[src/rtl/trisc_pkg.sv]
// ============================================================================
// Module      : trisc_pkg
// Description : Shared TRISC types and constants: fetch-controller state
//               codes, opcode values and instruction field positions.
// Revision    : 1.0
// ============================================================================
`default_nettype none

package trisc_pkg;

  // The opcode occupies the top OPC_W bits of the instruction word.
  localparam int OPC_W   = 4;
  localparam int STATE_W = 3;

  localparam logic [OPC_W-1:0] OPC_JMP  = 4'h8;
  localparam logic [OPC_W-1:0] OPC_HALT = 4'hF;

  typedef enum logic [STATE_W-1:0] {
    ST_IDLE    = 3'd0,
    ST_FETCH   = 3'd1,
    ST_DECODE  = 3'd2,
    ST_EXECUTE = 3'd3,
    ST_HALTED  = 3'd4
  } state_e;

endpackage : trisc_pkg

`default_nettype wire

[src/rtl/trisc_fetch_ctrl_if.sv]
// ============================================================================
// Module      : trisc_fetch_ctrl_if
// Description : Bundle between the fetch controller, the program counter
//               and the program ROM.
// Revision    : 1.0
// ============================================================================
`default_nettype none

interface trisc_fetch_ctrl_if #(
  parameter int ADDR_W = 4,
  parameter int DATA_W = 8
);

  logic              RUN;
  logic [ADDR_W-1:0] PC;
  logic [ADDR_W-1:0] ROM_ADDR;
  logic [DATA_W-1:0] ROM_DATA;
  logic [DATA_W-1:0] IR;
  logic              PC_INC;
  logic              PC_LOAD;
  logic [ADDR_W-1:0] PC_LOAD_VAL;
  logic              EXEC_STB;
  logic [2:0]        STATE;
  logic              HALTED;

  // Controller side.
  modport master (
    input  RUN, PC, ROM_DATA,
    output ROM_ADDR, IR, PC_INC, PC_LOAD, PC_LOAD_VAL, EXEC_STB, STATE, HALTED
  );

  // Counter / ROM / sequencing environment side.
  modport slave (
    output RUN, PC, ROM_DATA,
    input  ROM_ADDR, IR, PC_INC, PC_LOAD, PC_LOAD_VAL, EXEC_STB, STATE, HALTED
  );

endinterface : trisc_fetch_ctrl_if

`default_nettype wire

[src/rtl/trisc_fetch_ctrl.sv]
// ============================================================================
// Module      : trisc_fetch_ctrl
// Description : FETCH/DECODE/EXECUTE sequencer with instruction register;
//               drives program-counter increment/load and stops on HALT.
// Revision    : 1.0
// ============================================================================
`default_nettype none

module trisc_fetch_ctrl #(
  parameter int                              ADDR_W   = 4,
  parameter int                              DATA_W   = 8,
  parameter logic [trisc_pkg::OPC_W-1:0]     OPC_JMP  = trisc_pkg::OPC_JMP,
  parameter logic [trisc_pkg::OPC_W-1:0]     OPC_HALT = trisc_pkg::OPC_HALT
) (
  input  wire logic                CLK,
  input  wire logic                CLEAR,
  trisc_fetch_ctrl_if.master       bus
);

  import trisc_pkg::*;

  state_e            state_q, state_d;
  logic [DATA_W-1:0] ir_q, ir_d;
  logic              pc_inc_q, pc_inc_d;
  logic              pc_load_q, pc_load_d;
  logic              exec_stb_q, exec_stb_d;
  logic              halted_q, halted_d;
  logic [OPC_W-1:0]  opc;

  assign opc = ir_q[DATA_W-1 -: OPC_W];

  always_comb begin
    state_d = state_q;
    ir_d    = ir_q;
    case (state_q)
      ST_IDLE: begin
        if (bus.RUN) state_d = ST_FETCH;
      end
      ST_FETCH: begin
        ir_d    = bus.ROM_DATA;
        state_d = ST_DECODE;
      end
      ST_DECODE: begin
        state_d = (opc == OPC_HALT) ? ST_HALTED : ST_EXECUTE;
      end
      ST_EXECUTE: begin
        state_d = bus.RUN ? ST_FETCH : ST_IDLE;
      end
      ST_HALTED: begin
        state_d = ST_HALTED;
      end
      default: begin
        state_d = ST_IDLE;
      end
    endcase

    // Outputs are registered images of the next state; EXECUTE is only
    // entered from DECODE, where IR is held, so opc is already final here.
    exec_stb_d = (state_d == ST_EXECUTE);
    pc_load_d  = exec_stb_d && (opc == OPC_JMP);
    pc_inc_d   = exec_stb_d && (opc != OPC_JMP);
    halted_d   = (state_d == ST_HALTED);
  end

  always_ff @(posedge CLK or negedge CLEAR) begin
    if (!CLEAR) begin
      state_q    <= ST_IDLE;
      ir_q       <= '0;
      pc_inc_q   <= 1'b0;
      pc_load_q  <= 1'b0;
      exec_stb_q <= 1'b0;
      halted_q   <= 1'b0;
    end else begin
      state_q    <= state_d;
      ir_q       <= ir_d;
      pc_inc_q   <= pc_inc_d;
      pc_load_q  <= pc_load_d;
      exec_stb_q <= exec_stb_d;
      halted_q   <= halted_d;
    end
  end

  assign bus.ROM_ADDR    = bus.PC;
  assign bus.IR          = ir_q;
  assign bus.PC_INC      = pc_inc_q;
  assign bus.PC_LOAD     = pc_load_q;
  assign bus.PC_LOAD_VAL = ir_q[ADDR_W-1:0];
  assign bus.EXEC_STB    = exec_stb_q;
  assign bus.STATE       = state_q;
  assign bus.HALTED      = halted_q;

  always_ff @(posedge CLK) begin
    if (CLEAR) begin
      assert (!(pc_inc_q && pc_load_q));
    end
  end

endmodule : trisc_fetch_ctrl

`default_nettype wire

[src/flat_wrapper.sv]
// flat-port wrapper written by rule: the top's interface ports become plain ports
module trisc_fetch_ctrl_flat import trisc_pkg::*;
#(
  parameter int                              ADDR_W   = 4,
  parameter int                              DATA_W   = 8,
  parameter logic [trisc_pkg::OPC_W-1:0]     OPC_JMP  = trisc_pkg::OPC_JMP,
  parameter logic [trisc_pkg::OPC_W-1:0]     OPC_HALT = trisc_pkg::OPC_HALT
)
  (CLK, CLEAR, bus_RUN, bus_PC, bus_ROM_DATA, bus_ROM_ADDR, bus_IR, bus_PC_INC, bus_PC_LOAD, bus_PC_LOAD_VAL, bus_EXEC_STB, bus_STATE, bus_HALTED);
  trisc_fetch_ctrl_if #(.ADDR_W(ADDR_W), .DATA_W(DATA_W)) bus_i ();
  input  wire logic CLK;
  input  wire logic CLEAR;
  input wire logic [$bits(bus_i.RUN)-1:0] bus_RUN;
  input wire logic [$bits(bus_i.PC)-1:0] bus_PC;
  input wire logic [$bits(bus_i.ROM_DATA)-1:0] bus_ROM_DATA;
  output wire logic [$bits(bus_i.ROM_ADDR)-1:0] bus_ROM_ADDR;
  output wire logic [$bits(bus_i.IR)-1:0] bus_IR;
  output wire logic [$bits(bus_i.PC_INC)-1:0] bus_PC_INC;
  output wire logic [$bits(bus_i.PC_LOAD)-1:0] bus_PC_LOAD;
  output wire logic [$bits(bus_i.PC_LOAD_VAL)-1:0] bus_PC_LOAD_VAL;
  output wire logic [$bits(bus_i.EXEC_STB)-1:0] bus_EXEC_STB;
  output wire logic [$bits(bus_i.STATE)-1:0] bus_STATE;
  output wire logic [$bits(bus_i.HALTED)-1:0] bus_HALTED;
  assign bus_i.RUN = bus_RUN;
  assign bus_i.PC = bus_PC;
  assign bus_i.ROM_DATA = bus_ROM_DATA;
  assign bus_ROM_ADDR = bus_i.ROM_ADDR;
  assign bus_IR = bus_i.IR;
  assign bus_PC_INC = bus_i.PC_INC;
  assign bus_PC_LOAD = bus_i.PC_LOAD;
  assign bus_PC_LOAD_VAL = bus_i.PC_LOAD_VAL;
  assign bus_EXEC_STB = bus_i.EXEC_STB;
  assign bus_STATE = bus_i.STATE;
  assign bus_HALTED = bus_i.HALTED;
  trisc_fetch_ctrl #(.ADDR_W(ADDR_W), .DATA_W(DATA_W), .OPC_JMP(OPC_JMP), .OPC_HALT(OPC_HALT)) u_core (.CLK(CLK), .CLEAR(CLEAR), .bus(bus_i));
endmodule
[config.mk]
export PLATFORM = sky130hd
export DESIGN_NAME = trisc_fetch_ctrl_flat
export DESIGN_NICKNAME = d
export VERILOG_FILES = /design/src/rtl/trisc_pkg.sv /design/src/rtl/trisc_fetch_ctrl_if.sv /design/src/rtl/trisc_fetch_ctrl.sv /design/src/flat_wrapper.sv
export SDC_FILE = /design/constraint.sdc
export NUM_CORES = 1
export LEC_CHECK = 0
export ABC_CLOCK_PERIOD_IN_PS = 1400
export CAP_MARGIN = 20
export CORE_AREA = 2 2 39 41
export CTS_CLUSTER_SIZE = 10
export DETAILED_ROUTE_END_ITERATION = 10
export DIE_AREA = 0 0 41 43
export DONT_BUFFER_PORTS = 1
export PLACE_DENSITY_LB_ADDON = 0.2
export REMOVE_ABC_BUFFERS = 1
export SYNTH_ARGS = -nofsm -noshare
export SYNTH_HDL_FRONTEND = slang
export SYNTH_SLANG_ARGS = --single-unit
[constraint.sdc]
create_clock -name CLK -period 1.4 [get_ports CLK]
set_input_delay 0.28 -clock CLK [delete_from_list [all_inputs] [get_ports CLK]]
set_output_delay 0.28 -clock CLK [all_outputs]
set_load 0.01 [all_outputs]
==> results.py <==
metrics = {
    "pwr": {
        "power.internal_w": 0.00106,
        "p_seq_share_pct": 54.3,
        "p_sw_share_pct": 37.5,
        "finalPower_w": 0.00170,
        "irDropWorstVdd_mv": 1.13,
        "switchingPower_w": 0.000637,
        "combPwrFrac_pct": 32.0,
        "p_leak_nw": 0.295,
        "pwr_density_cell_mw_per_mm2": 2470,
        "power_frac_clock_pct": 13.7,
    },
    "floorplanning": {
        "die_w_um": 41,
        "io_pins": 38,
        "coreArea_mm2": 0.00138,
        "die_h_um": 43,
        "die_area_mm2": 0.00176,
        "rows": 14,
        "start_util_pct": 47.6,
    },
    "route": {
        "detail_route.wl_per_cell_um": 17.0,
        "antenna_left": 0,
        "viasPerCell": 5.94,
        "drc_errors": 0,
        "wl_um": 1090,
        "drt-pass1-iter-count": 2,
        "drtIter0Drc": 3,
        "vias": 380,
    },
    "cts": {
        "root_buffer": "clkbuf_4",
        "cts_resized": 0,
        "clkTransAtPathRegs_ns": 0.08,
        "cts_buffers": 3,
        "cts_tree": "yes",
        "clockBufferDepth": 2,
        "clk_latency_ns": 0.27,
        "cts-htree-levels": 1,
        "clkSinkCount": 15,
    },
    "timing": {
        "whs_ns": 0.153,
        "finalHoldViolations": 0,
        "finalClockSkew_ns": 0.00567,
        "min_period_over_period_pct": 93.3,
        "rsz0062_at_grt": "no",
        "period_needed_ns": 1.31,
        "finalSetupViolCount": 0,
        "slew_headroom_pct": 56.5,
        "setup_tns_ns": 0,
        "timing.fmax_mhz": 766,
        "drv_slew": 0,
        "worst_slew_pin_slew_ns": 0.650,
        "fin_ws_ns": 0.0943,
    },
    "global_routing": {
        "grt_pass1_wl_um": 1700,
        "antenna_found_initial": 0,
        "grt_use_total_pct": 14.7,
        "grt_max_degree": 16,
        "overflow": 0,
        "grt_pass1_vias": 410,
    },
    "cells_and_area": {
        "diodes": 0,
        "drive_above_1_share_pct": 41.7,
        "synthToLayoutAreaGrowth_pct": 4.36,
        "finish.utilization_pct": 49.7,
        "final_nets": 64,
    },
    "synth": {
        "yosys_warnings": 0,
        "synth_area_leaders": "dfrtp_1 57%, mux2_2 14%, buf_4 9.1%",
        "syn_area_per_cell_um2": 14.0,
        "yosysMostFrequentCell": "dfrtp_1",
        "synth_commonest_cells": "15 x dfrtp_1, 8 x buf_4, 8 x mux2_2, 2 x o22ai_1",
        "ys_ff_latch": 15,
        "yosysSeqAreaShare_pct": 56.9,
        "yosysTopAreaCellShare_pct": 56.9,
        "synthCells": 47,
        "synth_edf_count": 0,
        "synth_cell_types": 18,
        "yosys.area.top_type": "dfrtp_1",
        "synth-main-ff-cell": "dfrtp_1",
        "async_reset_ff_share_pct": 100,
        "syn_area_um2": 659,
    },
    "setup_path": {
        "crit_chain": "or4b_2, o211ai_2",
        "cp.required_ns": 1.60,
        "arrival_ns": 1.50,
        "cp-endpoint": "u_core.bus.STATE[0]$_DFF_PN0_",
        "crit_slowest_cell": "or4b_2",
        "slowest_delay_ns": 0.70,
        "r2r_cells": 2,
        "r2r-end": "u_core.bus.STATE[0]$_DFF_PN0_",
        "crit_start": "u_core.bus.STATE[0]$_DFF_PN0_",
        "start_kind": "flop",
        "reg2reg_from": "u_core.bus.STATE[0]$_DFF_PN0_",
        "r2r_slack_ns": 0.09,
        "path_class": "reg2reg",
        "worst_setup_path_end_kind": "flop",
        "crit_fanout": 7,
    },
    "min_path": {
        "hp-class": "in2reg",
    },
    "status": {
        "status": "finished clean",
    },
    "run": {
        "max_cap_violations": 0,
    },
    "place": {
        "gp_congestion": 0.618,
        "place_ws_ns": 0.0990,
        "port_buffers": 0,
    },
}
critical path, delay by kind of cell (launching register included):
kind / cells / cell delay [ns]
simple gates: 1 / 0.70
compound gates: 1 / 0.09
flops: 1 / 0.44
flip-flops by register name, indices dropped and copies added, names as in the netlist:
name	flops
u_core.bus.EXEC_STB	1
u_core.bus.HALTED	1
u_core.bus.IR	8
u_core.bus.PC_INC	1
u_core.bus.PC_LOAD	1
u_core.bus.STATE	3
logic make-up (layout without fill, tap and decap cells):
kind of cell,Yosys count,after routing,share of synthesized area [%]
AO/OA/AOI/OAI,4,4,4.93
buffers and inverters,9,10,9.87
flip-flops,15,15,56.9
multiplexers,8,8,13.7
AND/OR/NAND/NOR,11,11,14.6
layout make-up:
type                            count  area (um^2)
Sequential cell                    15          375
Multi-Input combinational cell     23          219
Clock buffer                        4         26.3
Fill cell                         128          696
Tap cell                           16         20.0
Timing Repair Buffer                6         47.5
through the flow:
stage	std cells	area (um^2)
floorplan	38	594
global placement	59	652
detailed placement	59	652
CTS	64	688
global route	64	688
finish	64	688
placed cells by master (no fill, tap or decap):
cell type      count
nand4_1            1
dlygate4sd3_1      1
clkbuf_4           3
o22ai_1            2
dfrtp_1           15
nor3_2             1
or3b_1             1
o21bai_1           1
buf_4              5
nand4b_1           1
nor2b_1            1
clkbuf_1           1
nor4b_1            1
o211ai_2           1
or4b_2             1
nor2_1             1
mux2_2             8
nor3b_4            1
nand2b_1           1
and4_1             1
metal layers:
metal / track usage (%) / share of wire [%] / vias up
met4: 8.00 / 0.92 / 0
met5: 0 / 0 / -
met2: 23.1 / 59 / 17
li1: - / - / 165
met1: 15.2 / 32 / 196
met3: 6.81 / 7.4 / 2
power by group through the flow:
stage	Clock [W]	Sequential, W	Combinational (W)
detailed placement	0	0.000939	0.000541
global route	0.000268	0.000960	0.000589
floorplan	0	0.000900	0.000376
finish	0.000233	0.000923	0.000544
global placement	0	0.000915	0.000517
CTS	0.000244	0.000927	0.000554
how the worst min path moves through the flow:
stage | from | to | slack (ns) | depth (start not counted)
floorplan | CLEAR | u_core.bus.EXEC_STB$_DFF_PN0_ | -0.02 | 0
global placement | CLEAR | u_core.bus.HALTED$_DFF_PN0_ | -0.02 | 0
detailed placement | CLEAR | u_core.bus.PC_LOAD$_DFF_PN0_ | -0.02 | 0
CTS | bus_ROM_DATA[0] | u_core.bus.IR[0]$_DFFE_PN0N_ | 0.15 | 1
global route | bus_ROM_DATA[6] | u_core.bus.IR[6]$_DFFE_PN0N_ | 0.13 | 1
finish | bus_ROM_DATA[6] | u_core.bus.IR[6]$_DFFE_PN0N_ | 0.15 | 1
timing repair:
| item | in CTS | in global routing |
|---|---|---|
| buffers inserted | 0 | 0 |
| hold buffers | 1 | 0 |
| endpoints found under the hold margin | 15 | 0 |
No activity file was read; power rests on OpenSTA's default activity.
